## config.mk

```make
export PLATFORM = sky130hd
export DESIGN_NAME = lat_test_seq
export DESIGN_NICKNAME = d
export VERILOG_FILES = /design/src/rtl/lat_test_seq.sv
export SDC_FILE = /design/constraint.sdc
export NUM_CORES = 1
export LEC_CHECK = 0
export CORE_ASPECT_RATIO = 1.75
export CORE_MARGIN = 5
export CORE_UTILIZATION = 60
export DETAILED_ROUTE_END_ITERATION = 7
export PLACE_DENSITY = 0.84
export SLEW_MARGIN = 20
export SYNTH_ARGS = -nofsm -noshare
export SYNTH_HDL_FRONTEND = slang
export SYNTH_SLANG_ARGS = --single-unit
```

## constraint.sdc

```tcl
create_clock -name clk27 -period 4.9 [get_ports clk27]
set_input_delay 0.735 -clock clk27 [delete_from_list [all_inputs] [get_ports clk27]]
set_output_delay 0.735 -clock clk27 [all_outputs]
set_load 0.01 [all_outputs]
```

## src/rtl/lat_test_seq.sv

```systemverilog
// Sequencer for lat_tester: runs 2^n latency samples (arm, fire on a dark frame
// start, wait for light, capture) and keeps min/max/average of the results.
module lat_test_seq #(
  parameter int SETTLE_CYC   = 16,
  parameter int STUCK_FRAMES = 8,
  parameter int CAP_DLY      = 2
) (
  input  logic        clk27,
  input  logic        reset,
  input  logic        start,
  input  logic        abort,
  input  logic [2:0]  samples_log2,
  input  logic [3:0]  holdoff_frames,
  input  logic        VSYNC_in,
  input  logic        sensor,
  input  logic [15:0] lt_result,
  output logic        lt_active,
  output logic        lt_armed,
  output logic        lt_trigger,
  output logic        patch_en,
  output logic        busy,
  output logic        done,
  output logic [1:0]  error,
  output logic [4:0]  sample_cnt,
  output logic [15:0] lat_min,
  output logic [15:0] lat_max,
  output logic [15:0] lat_avg
);

  typedef enum logic [2:0] {
    S_IDLE, S_SETTLE, S_WAIT_FRAME, S_FIRE, S_MEASURE, S_CAPTURE, S_HOLDOFF
  } state_t;

  localparam logic [7:0] SETTLE_LAST = 8'(SETTLE_CYC - 1);
  localparam logic [7:0] STUCK_LAST  = 8'(STUCK_FRAMES - 1);
  localparam logic [7:0] CAP_LAST    = 8'(CAP_DLY - 1);

  state_t      state_q;
  logic [2:0]  vs_q;
  logic        frame_start;
  logic [7:0]  settle_ctr_q, stuck_ctr_q, cap_ctr_q;
  logic [3:0]  hold_ctr_q, hold_frames_q;
  logic        seen_dark_q;
  logic [2:0]  n_eff_q, n_eff_d;
  logic        active_q, armed_q, trigger_q, patch_q, done_q;
  logic [1:0]  error_q;
  logic [4:0]  cnt_q, cnt_d;
  logic [19:0] sum_q, sum_d, avg_shift;
  logic [15:0] min_q, min_d, max_q, max_d, avg_q, avg_d;
  logic        last_sample;

  // Frame start is the falling edge of the synchronized (active-low) vsync.
  assign frame_start = vs_q[2] & ~vs_q[1];

  always_comb begin
    n_eff_d     = (samples_log2 > 3'd4) ? 3'd4 : samples_log2;
    sum_d       = sum_q + {4'b0, lt_result};
    min_d       = (lt_result < min_q) ? lt_result : min_q;
    max_d       = (lt_result > max_q) ? lt_result : max_q;
    cnt_d       = cnt_q + 5'd1;
    avg_shift   = sum_d >> n_eff_q;
    avg_d       = avg_shift[15:0];
    last_sample = (cnt_d == (5'd1 << n_eff_q));
  end

  always_ff @(posedge clk27) begin
    if (reset) begin
      state_q       <= S_IDLE;
      vs_q          <= 3'b0;
      settle_ctr_q  <= 8'd0;
      stuck_ctr_q   <= 8'd0;
      cap_ctr_q     <= 8'd0;
      hold_ctr_q    <= 4'd0;
      hold_frames_q <= 4'd0;
      seen_dark_q   <= 1'b0;
      n_eff_q       <= 3'd0;
      active_q      <= 1'b0;
      armed_q       <= 1'b0;
      trigger_q     <= 1'b0;
      patch_q       <= 1'b0;
      done_q        <= 1'b0;
      error_q       <= 2'd0;
      cnt_q         <= 5'd0;
      sum_q         <= 20'd0;
      min_q         <= 16'hffff;
      max_q         <= 16'd0;
      avg_q         <= 16'd0;
    end else begin
      vs_q <= {vs_q[1:0], VSYNC_in};
      // Abort overrides every other transition; completed-sample stats survive.
      if (state_q != S_IDLE && abort) begin
        state_q   <= S_IDLE;
        error_q   <= 2'd3;
        patch_q   <= 1'b0;
        armed_q   <= 1'b0;
        trigger_q <= 1'b0;
      end else begin
        case (state_q)
          S_IDLE: begin
            if (start && !abort) begin
              done_q        <= 1'b0;
              error_q       <= 2'd0;
              cnt_q         <= 5'd0;
              sum_q         <= 20'd0;
              min_q         <= 16'hffff;
              max_q         <= 16'd0;
              avg_q         <= 16'd0;
              n_eff_q       <= n_eff_d;
              hold_frames_q <= holdoff_frames;
              active_q      <= 1'b1;
              armed_q       <= 1'b1;
              settle_ctr_q  <= 8'd0;
              stuck_ctr_q   <= 8'd0;
              state_q       <= S_SETTLE;
            end
          end
          S_SETTLE: begin
            if (settle_ctr_q == SETTLE_LAST) state_q <= S_WAIT_FRAME;
            else settle_ctr_q <= settle_ctr_q + 8'd1;
          end
          S_WAIT_FRAME: begin
            if (frame_start) begin
              if (sensor) begin
                trigger_q <= 1'b1;
                patch_q   <= 1'b1;
                state_q   <= S_FIRE;
              end else if (stuck_ctr_q == STUCK_LAST) begin
                error_q <= 2'd2;
                armed_q <= 1'b0;
                state_q <= S_IDLE;
              end else begin
                stuck_ctr_q <= stuck_ctr_q + 8'd1;
              end
            end
          end
          S_FIRE: begin
            trigger_q   <= 1'b0;
            stuck_ctr_q <= 8'd0;
            state_q     <= S_MEASURE;
          end
          S_MEASURE: begin
            if (!sensor || lt_result == 16'hffff) begin
              if (lt_result == 16'hffff) error_q <= 2'd1;
              patch_q   <= 1'b0;
              cap_ctr_q <= 8'd0;
              state_q   <= S_CAPTURE;
            end
          end
          S_CAPTURE: begin
            // Give the tester's last increment time to land before latching.
            if (cap_ctr_q == CAP_LAST) begin
              min_q   <= min_d;
              max_q   <= max_d;
              sum_q   <= sum_d;
              cnt_q   <= cnt_d;
              avg_q   <= avg_d;
              armed_q <= 1'b0;
              if (error_q == 2'd1) begin
                state_q <= S_IDLE;
              end else if (last_sample) begin
                done_q  <= 1'b1;
                state_q <= S_IDLE;
              end else begin
                seen_dark_q <= 1'b0;
                hold_ctr_q  <= 4'd0;
                state_q     <= S_HOLDOFF;
              end
            end else begin
              cap_ctr_q <= cap_ctr_q + 8'd1;
            end
          end
          S_HOLDOFF: begin
            if (seen_dark_q || sensor) begin
              seen_dark_q <= 1'b1;
              if (hold_ctr_q == hold_frames_q) begin
                armed_q      <= 1'b1;
                settle_ctr_q <= 8'd0;
                state_q      <= S_SETTLE;
              end else if (frame_start) begin
                hold_ctr_q <= hold_ctr_q + 4'd1;
              end
            end
          end
          default: state_q <= S_IDLE;
        endcase
      end
    end
  end

  assign lt_active  = active_q;
  assign lt_armed   = armed_q;
  assign lt_trigger = trigger_q;
  assign patch_en   = patch_q;
  assign busy       = (state_q != S_IDLE);
  assign done       = done_q;
  assign error      = error_q;
  assign sample_cnt = cnt_q;
  assign lat_min    = (cnt_q == 5'd0) ? 16'h0 : min_q;
  assign lat_max    = max_q;
  assign lat_avg    = avg_q;

endmodule
```

==> run summary, run 1 <==
- 6.22 — number of vias per cell
- 5 — worst-path maximum fanout
- 122 — clock tree sinks
- 0 — number of antenna violations at the first check in global routing
- 36,300 um — first-pass GRT wire length
- clkdlybuf4s50_1, ha_1, fa_1, a211oi_1, o211a_1, nor3b_2, o311ai_2, mux2i_1, o211ai_1, a221o_1, a221oi_1 — crit-path cells
- 19.8% — synthesis-to-finish area growth
- finished, final reports clean — run status
- 0.0129 mm^2 — placeable core area
- 0.283 — global routing usage summed across all routing layers
- 0.943 — Final Wtd Congestion
- 1,132 — Nets
- 87 — number of different library cells in the post-synthesis netlist
- lat_avg[13] — terminus of the critical flop-to-flop path
- 7,662 — total number of vias
- 317 mW/mm^2 — power per cell area
- 0 — number of antenna repair diodes
- in2reg — worst setup path category
- 7.93 ps — largest clock skew in the final design
- 1060 ps — actual slew at the worst max-slew pin
- 0 — remaining antenna violation count after routing
- 1580 ps — R2R setup slack
- 0.0157 mm^2 — Die ar.
- 0.00948 mm^2 — Final Cell Area
- 1 — number of stages on the worst hold path
- 0 ps — Setup TNS
- 55 — Placement Rows
- 471 — First DRT Iteration DRCs
- 0.313 mV — worst ir drop on vdd
- 8.14 um^2 — average footprint of a synthesized cell
- 0.309 — sequential cell area fraction in the yosys report
- 7,464 — vias in the first global route
- 0 — max_cap viols
- 1,055 — number of fillers in the final layout
- 0.612 — initial standard-cell utilization of the core
- sum_q[0] — R2R Path Start
- sky130_fd_sc_hd__dfxtp_1 (31%), sky130_fd_sc_hd__ha_1 (8.5%), sky130_fd_sc_hd__nor2_1 (5.4%), sky130_fd_sc_hd__a21oi_1 (4.9%), sky130_fd_sc_hd__mux2i_1 (4.7%) — largest cells by area after synthesis
- vs_q[0] — worst hold path startpoint
- sky130_fd_sc_hd__clkbuf_16 — CTS root buf
- 0.00792 mm^2 — cell area after synthesis
- sky130_fd_sc_hd__clkdlybuf4s50_1 — slowest library cell on the worst path
- 0 — yosys synthesis warning count
- 0 — number of slew-limit violations in the final report
- 2 — Clock Path Buffers
- 3940 ps — Tmin final
- vs_q[1] — hold worst-path end
- 16,200 um — sum of net half-perimeters after detailed placement
- sky130_fd_sc_hd__dfxtp_1 — area leader, netlist
- 0 — final number of hold-violating endpoints
- 18.4 um — Avg WL per Cell
- 420 ps — clock insertion delay at the later pin of the skew report
- 0 — Final Setup Violations
- 0 — number of synthesized flops with an enable pin
- done — clock tree from TritonCTS
- 1 — CP Buf/Inv Count
- 162 um — y dimension of the die
- 0 — hold_buf cts
- reg2reg — Hold/Removal Path Class
- 0.290 — Max-slew headroom
- flip-flop — endpoint type of the worst setup path
- input port — Worst setup SP type
- 96.8 um — Horiz. Die Dim
- 4270 ps — Data arrival, critical path
- 520 ps — worst stage delay on the critical path
- 17 — cts bufs inserted
- 5230 ps — Req. time, crit path
- 0.0820 — share of final-layout standard cells stronger than drive strength 1
- 1,056 — synthesized netlist net count
- 5 — number of iterations in the first detailed-routing pass
- 89 — port bufs
- 0.805 — part of the cycle the worst path needs
- 0 — cts repair resizes
- 90 — I/O pin total
- false — setup repair after global routing missed its margin
- 122 — post-synthesis sequential element count
- 0.309 — top cell type's share of synthesized area
- 60 ps — clock slew at reported path FFs
- 972 — gate count of the mapped netlist
- 0 — Residual DRC
- 0 — Post-CTS Repair Setup Buffers
- 4 — number of H-tree levels
- 0 — async set-reset flop share out of synthesis
- 10 — logic depth of the worst register-to-register path
- 254 MHz — timing-limited maximum frequency
- 53 — maximum number of pins on one net before global-route repair
- 0.00886 mm^2 — Cell Area, Placed
- sky130_fd_sc_hd__dfxtp_1 — main flop type after synthesis
- 0 — global route total overflow
- 22,600 um — Final Routed Wirelength
- 3.95 nW — leakage
- compound AO/OA/AOI/OAI gates — Largest delay share family, worst path
==> worst max-delay path by stage <==
| stage | from | to | depth (start not counted) |
|---|---|---|---|
| 2_1_floorplan | lt_result[0] | lat_avg[13] | 10 |
| 3_3_place_gp | lt_result[0] | lat_avg[13] | 11 |
| 3_5_place_dp | lt_result[0] | lat_avg[13] | 11 |
| 4_1_cts | lt_result[0] | lat_avg[13] | 11 |
| 5_1_grt | lt_result[0] | lat_avg[13] | 11 |
| 6_report | lt_result[0] | lat_avg[13] | 11 |
==> per-layer routing <==
metal | share of wire | track usage
met5 | 0 | 0
met4 | 0.054 | 0.162
met3 | 0.047 | 0.0460
met2 | 0.53 | 0.531
met1 | 0.37 | 0.294
==> cell usage after synthesis (16+ instances only) <==
master	instances
sky130_fd_sc_hd__nor2_1	114
sky130_fd_sc_hd__o21ai_0	34
sky130_fd_sc_hd__dfxtp_1	122
sky130_fd_sc_hd__nand2_1	94
sky130_fd_sc_hd__xnor2_1	18
sky130_fd_sc_hd__nand3_1	40
sky130_fd_sc_hd__inv_1	45
sky130_fd_sc_hd__a22o_1	17
sky130_fd_sc_hd__clkbuf_1	28
sky130_fd_sc_hd__nor3_1	36
sky130_fd_sc_hd__ha_1	54
sky130_fd_sc_hd__nand4_1	19
sky130_fd_sc_hd__a21o_1	16
sky130_fd_sc_hd__a21oi_1	78
sky130_fd_sc_hd__xor2_1	27
sky130_fd_sc_hd__mux2i_1	37
==> flip-flops by register name (all words and copies together), names as in the netlist, 3 cells and up <==
register,flops
min_q,16
hold_frames_q,4
cap_ctr_q,8
state_q,3
hold_ctr_q,4
stuck_ctr_q,8
sum_q,20
n_eff_q,3
lat_max,16
sample_cnt,5
vs_q,3
lat_avg,16
settle_ctr_q,8
==> logic make-up (layout without fill, tap and decap cells) <==
| group | count (synthesis) | after routing | share of synthesized area |
|---|---|---|---|
| DFF | 122 | 122 | 0.309 |
| muxes | 46 | 46 | 0.0658 |
| adders and majority gates | 55 | 55 | 0.0879 |
| buffers and inverters | 91 | 180 | 0.0545 |
| and+or+nand+nor | 383 | 383 | 0.237 |
| xor gates and xnor gates | 48 | 48 | 0.0560 |
| AOI/OAI and AO/OA | 227 | 227 | 0.191 |
==> power by group <==
group | total [mW] | switching, mW | leakage, nW | internal, mW
sequential | 1.08 | 0.0549 | 0.985 | 1.03
clock | 1.32 | 0.487 | 0.293 | 0.832
combinational | 0.606 | 0.380 | 2.67 | 0.226
==> per-stage QoR <==
stage | hold WS, ps | power [mW] | setup WS, ps | instances | util
finish | 455 | 3.01 | 957 | 1232 | 0.733
global route | 463 | 3.11 | 738 | 1232 | 0.733
CTS | 457 | 3.00 | 998 | 1232 | 0.733
detailed placement | 436 | 1.69 | 578 | 1200 | 0.685
global placement | 434 | 1.68 | 672 | 1200 | 0.685
floorplan | 414 | 1.50 | 1540 | 972 | -
==> placed cells by master, fill, tap and decap left out, types with 16 or more instances in the layout <==
master                              n
sky130_fd_sc_hd__a22o_1            17
sky130_fd_sc_hd__clkbuf_16         17
sky130_fd_sc_hd__ha_1              54
sky130_fd_sc_hd__xnor2_1           18
sky130_fd_sc_hd__a21oi_1           78
sky130_fd_sc_hd__nand4_1           19
sky130_fd_sc_hd__nand2_1           94
sky130_fd_sc_hd__inv_1             45
sky130_fd_sc_hd__xor2_1            27
sky130_fd_sc_hd__nor3_1            35
sky130_fd_sc_hd__clkdlybuf4s50_1   88
sky130_fd_sc_hd__a21o_1            16
sky130_fd_sc_hd__nand3_1           40
sky130_fd_sc_hd__mux2i_1           37
sky130_fd_sc_hd__nor2_1           114
sky130_fd_sc_hd__dfxtp_1          122
sky130_fd_sc_hd__o21ai_0           34
==> final cells by class <==
| type | count | area (um^2) | share of cell area |
|---|---|---|---|
| clock buffers | 20 | 457 | 0.0482 |
| multi-input cells | 759 | 5050 | 0.533 |
| clock inverters | 12 | 165 | 0.0174 |
| repair buffers | 101 | 976 | 0.103 |
| flip-flops and latches | 122 | 2440 | 0.258 |
| well taps | 171 | 214 | 0.0226 |
| inverters | 47 | 176 | 0.0186 |
Power figures use the tool's default switching activity.
==> run 2, diff against run 1 <==
--- a/config.mk
+++ b/config.mk
@@ -7,9 +7,9 @@
 export LEC_CHECK = 0
 export CORE_ASPECT_RATIO = 1.75
 export CORE_MARGIN = 5
-export CORE_UTILIZATION = 60
+export CORE_UTILIZATION = 52
 export DETAILED_ROUTE_END_ITERATION = 7
-export PLACE_DENSITY = 0.84
+export PLACE_DENSITY = 0.78
 export SLEW_MARGIN = 20
 export SYNTH_ARGS = -nofsm -noshare
 export SYNTH_HDL_FRONTEND = slang
==> constraint.sdc (replaced) <==
create_clock -name clk27 -period 3.5 [get_ports clk27]
set_input_delay 0.525 -clock clk27 [delete_from_list [all_inputs] [get_ports clk27]]
set_output_delay 0.525 -clock clk27 [all_outputs]
set_load 0.01 [all_outputs]
==> run summary, run 2 (synthesis results as in run 1) <==
- 0 — remaining antenna violation count after routing
- 0.211 — combinational fraction of design power
- 0.916 — Final Wtd Congestion
- 4.32 mW — PnR Total Power
- -324 ps — placement-stage worst setup slack
- 26.4% — synthesis-to-finish area growth
- 0.968 — part of the cycle the worst path needs
- 5 — number of iterations in the first detailed-routing pass
- 86 — maximum number of pins on one net before global-route repair
- flip-flop — endpoint type of the worst setup path
- 445 — First DRT Iteration DRCs
- 7,791 — total number of vias
- 1,197 — Nets
- 0.392 — Max-slew headroom
- 110 ps — worst path setup slack after routing
- 431 mW/mm^2 — power per cell area
- 0.00244 mm^2 — register cell area after layout
- 0 — final number of hold-violating endpoints
- 90 — I/O pin total
- 38,400 um — first-pass GRT wire length
- 0.0419 — met3 track demand over resource
- 0.483 — met2 routing resource usage after global routing
- 0.392 mV — worst ir drop on vdd
- 12.0 ps — largest clock skew in the final design
- 1,275 — Cell Count Post-Placement
- 0.350 — power share of the sequential group
- 0 — Residual DRC
- met2 — most heavily used metal layer in global routing
- 173 um — y dimension of the die
- 1.30 mW — Switching Power
- 0.0149 mm^2 — placeable core area
- 0.00506 mm^2 — area of the multi-input gates
- 60 ps — clock slew at reported path FFs
- 0 — hold_buf cts
- 122 — clock tree sinks
- 17 — cts bufs inserted
- input port — Worst setup SP type
- 0.268 — global routing usage summed across all routing layers
- sky130_fd_sc_hd__clkbuf_16 — CTS root buf
- 18.0 um — Avg WL per Cell
- 3.01 mW — internal power
- 23,600 um — Final Routed Wirelength
- 0 — number of antenna violations at the first check in global routing
- 2 — Clock Path Buffers
- done — clock tree from TritonCTS
- 0.531 — initial standard-cell utilization of the core
- 4 — number of H-tree levels
- 420 ps — clock insertion delay at the later pin of the skew report
- 59 — Placement Rows
- 1,309 — number of standard cells in the final layout excluding fillers
- 3 — worst-path maximum fanout
- 0.275 — met1 Resource Use GR
- 0 — number of slew-limit violations in the final report
- 3700 ps — Data arrival, critical path
- 0.440 — clock share of power
- 3390 ps — Tmin final
- in2reg — worst setup path category
- 0.0179 mm^2 — Die ar.
- 0.671 — Core Util, Final
- sum_q — register with the highest flop count
- 8,050 — vias in the first global route
- 17,300 um — sum of net half-perimeters after detailed placement
- 444 ps — final hold slack
- reg2reg — Hold/Removal Path Class
- 5.95 — number of vias per cell
- 1,236 — number of fillers in the final layout
- sky130_fd_sc_hd__dfxtp_1 (122), sky130_fd_sc_hd__nor2_1 (113), sky130_fd_sc_hd__nand2_1 (94), sky130_fd_sc_hd__clkdlybuf4s50_1 (88), sky130_fd_sc_hd__a21oi_1 (78) — highest-count cells in the layout ignoring fill and taps
- 0 — global route total overflow
- 295 MHz — timing-limited maximum frequency
- 0 — Final Setup Violations
- 0.302 — switching power as a share of total power
- sky130_fd_sc_hd__dfxtp_1 — leading cell type in the layout, fill and taps excluded
- 0 — max_cap viols
- finished, final reports clean — run status
- 20 — max FFs per register
- 3820 ps — Req. time, crit path
- 0 — number of antenna repair diodes
- 103 um — Horiz. Die Dim
- 912 ps — actual slew at the worst max-slew pin
- 89 — port bufs
- 0.138 — share of final-layout standard cells stronger than drive strength 1
- 4.27 nW — leakage
## run 2: cell count changes in the layout (fill, tap and decap cells not counted), sizes merged
| cell | change |
|---|---|
| buf | +65 |
| bufinv | +1 |
| clkbuf | -2 |
| clkinvlp | +1 |
## run 2: worst max-delay path, cell delays in order
cell and delay, ps:
sky130_fd_sc_hd__clkdlybuf4s50_1 480, sky130_fd_sc_hd__ha_1 260, sky130_fd_sc_hd__fa_1 400, sky130_fd_sc_hd__a211oi_2 240, sky130_fd_sc_hd__o211a_1 280, sky130_fd_sc_hd__nor3b_2 70
sky130_fd_sc_hd__o311ai_2 280, sky130_fd_sc_hd__mux2i_1 290, sky130_fd_sc_hd__o211ai_1 190, sky130_fd_sc_hd__a221o_1 390, sky130_fd_sc_hd__a221oi_1 290
## run 2: metrics by stage
step | instance area (um^2) | setup TNS [ps]
floorplan | 7920 | 0
global placement | 9350 | -716
detailed placement | 9350 | -1300
CTS | 9980 | 0
global route | 10000 | -17.1
finish | 10000 | 0
## run 2: area by class of cell
type                    instances  share of cell area
clock buffers                  18              0.0439
well taps                     183              0.0229
clock inverters                14              0.0195
repair buffers                166               0.146
flip-flops and latches        122               0.244
inverters                      47              0.0176
multi-input cells             759               0.506
## run 2: path summary, 6_finish.rpt
path | from | slack (ps) | cells after the start | end
max | lt_result[0] | 110 | 11 | lat_avg[13]
min | vs_q[0] | 440 | 1 | vs_q[1]
max reg2reg | sum_q[0] | 450 | 10 | lat_avg[13]
min reg2reg | vs_q[0] | 440 | 1 | vs_q[1]
## run 2: repair_timing
item / 4_1_cts / 5_1_grt
resized for setup: 0 / 1
hold endpoints to repair: 0 / 0
buffers inserted: 0 / 2
endpoints found under the setup margin: 0 / 3
## run 2: metal layers
| metal | vias to the layer above | wire length [um] |
|---|---|---|
| met5 | - | 0 |
| met4 | 0 | 1580 |
| met3 | 99 | 1020 |
| met2 | 265 | 12600 |
| met1 | 3653 | 8420 |
| li1 | 3774 | - |
## run 2: power groups by stage
stage          Combinational (mW)  Sequential (mW)  Clock, mW
5_1_grt                      1.00             1.52       1.97
3_3_place_gp                0.879             1.54          0
6_report                    0.910             1.51       1.90
2_1_floorplan               0.596             1.50          0
4_1_cts                     0.904             1.51       1.92
3_5_place_dp                0.893             1.54          0
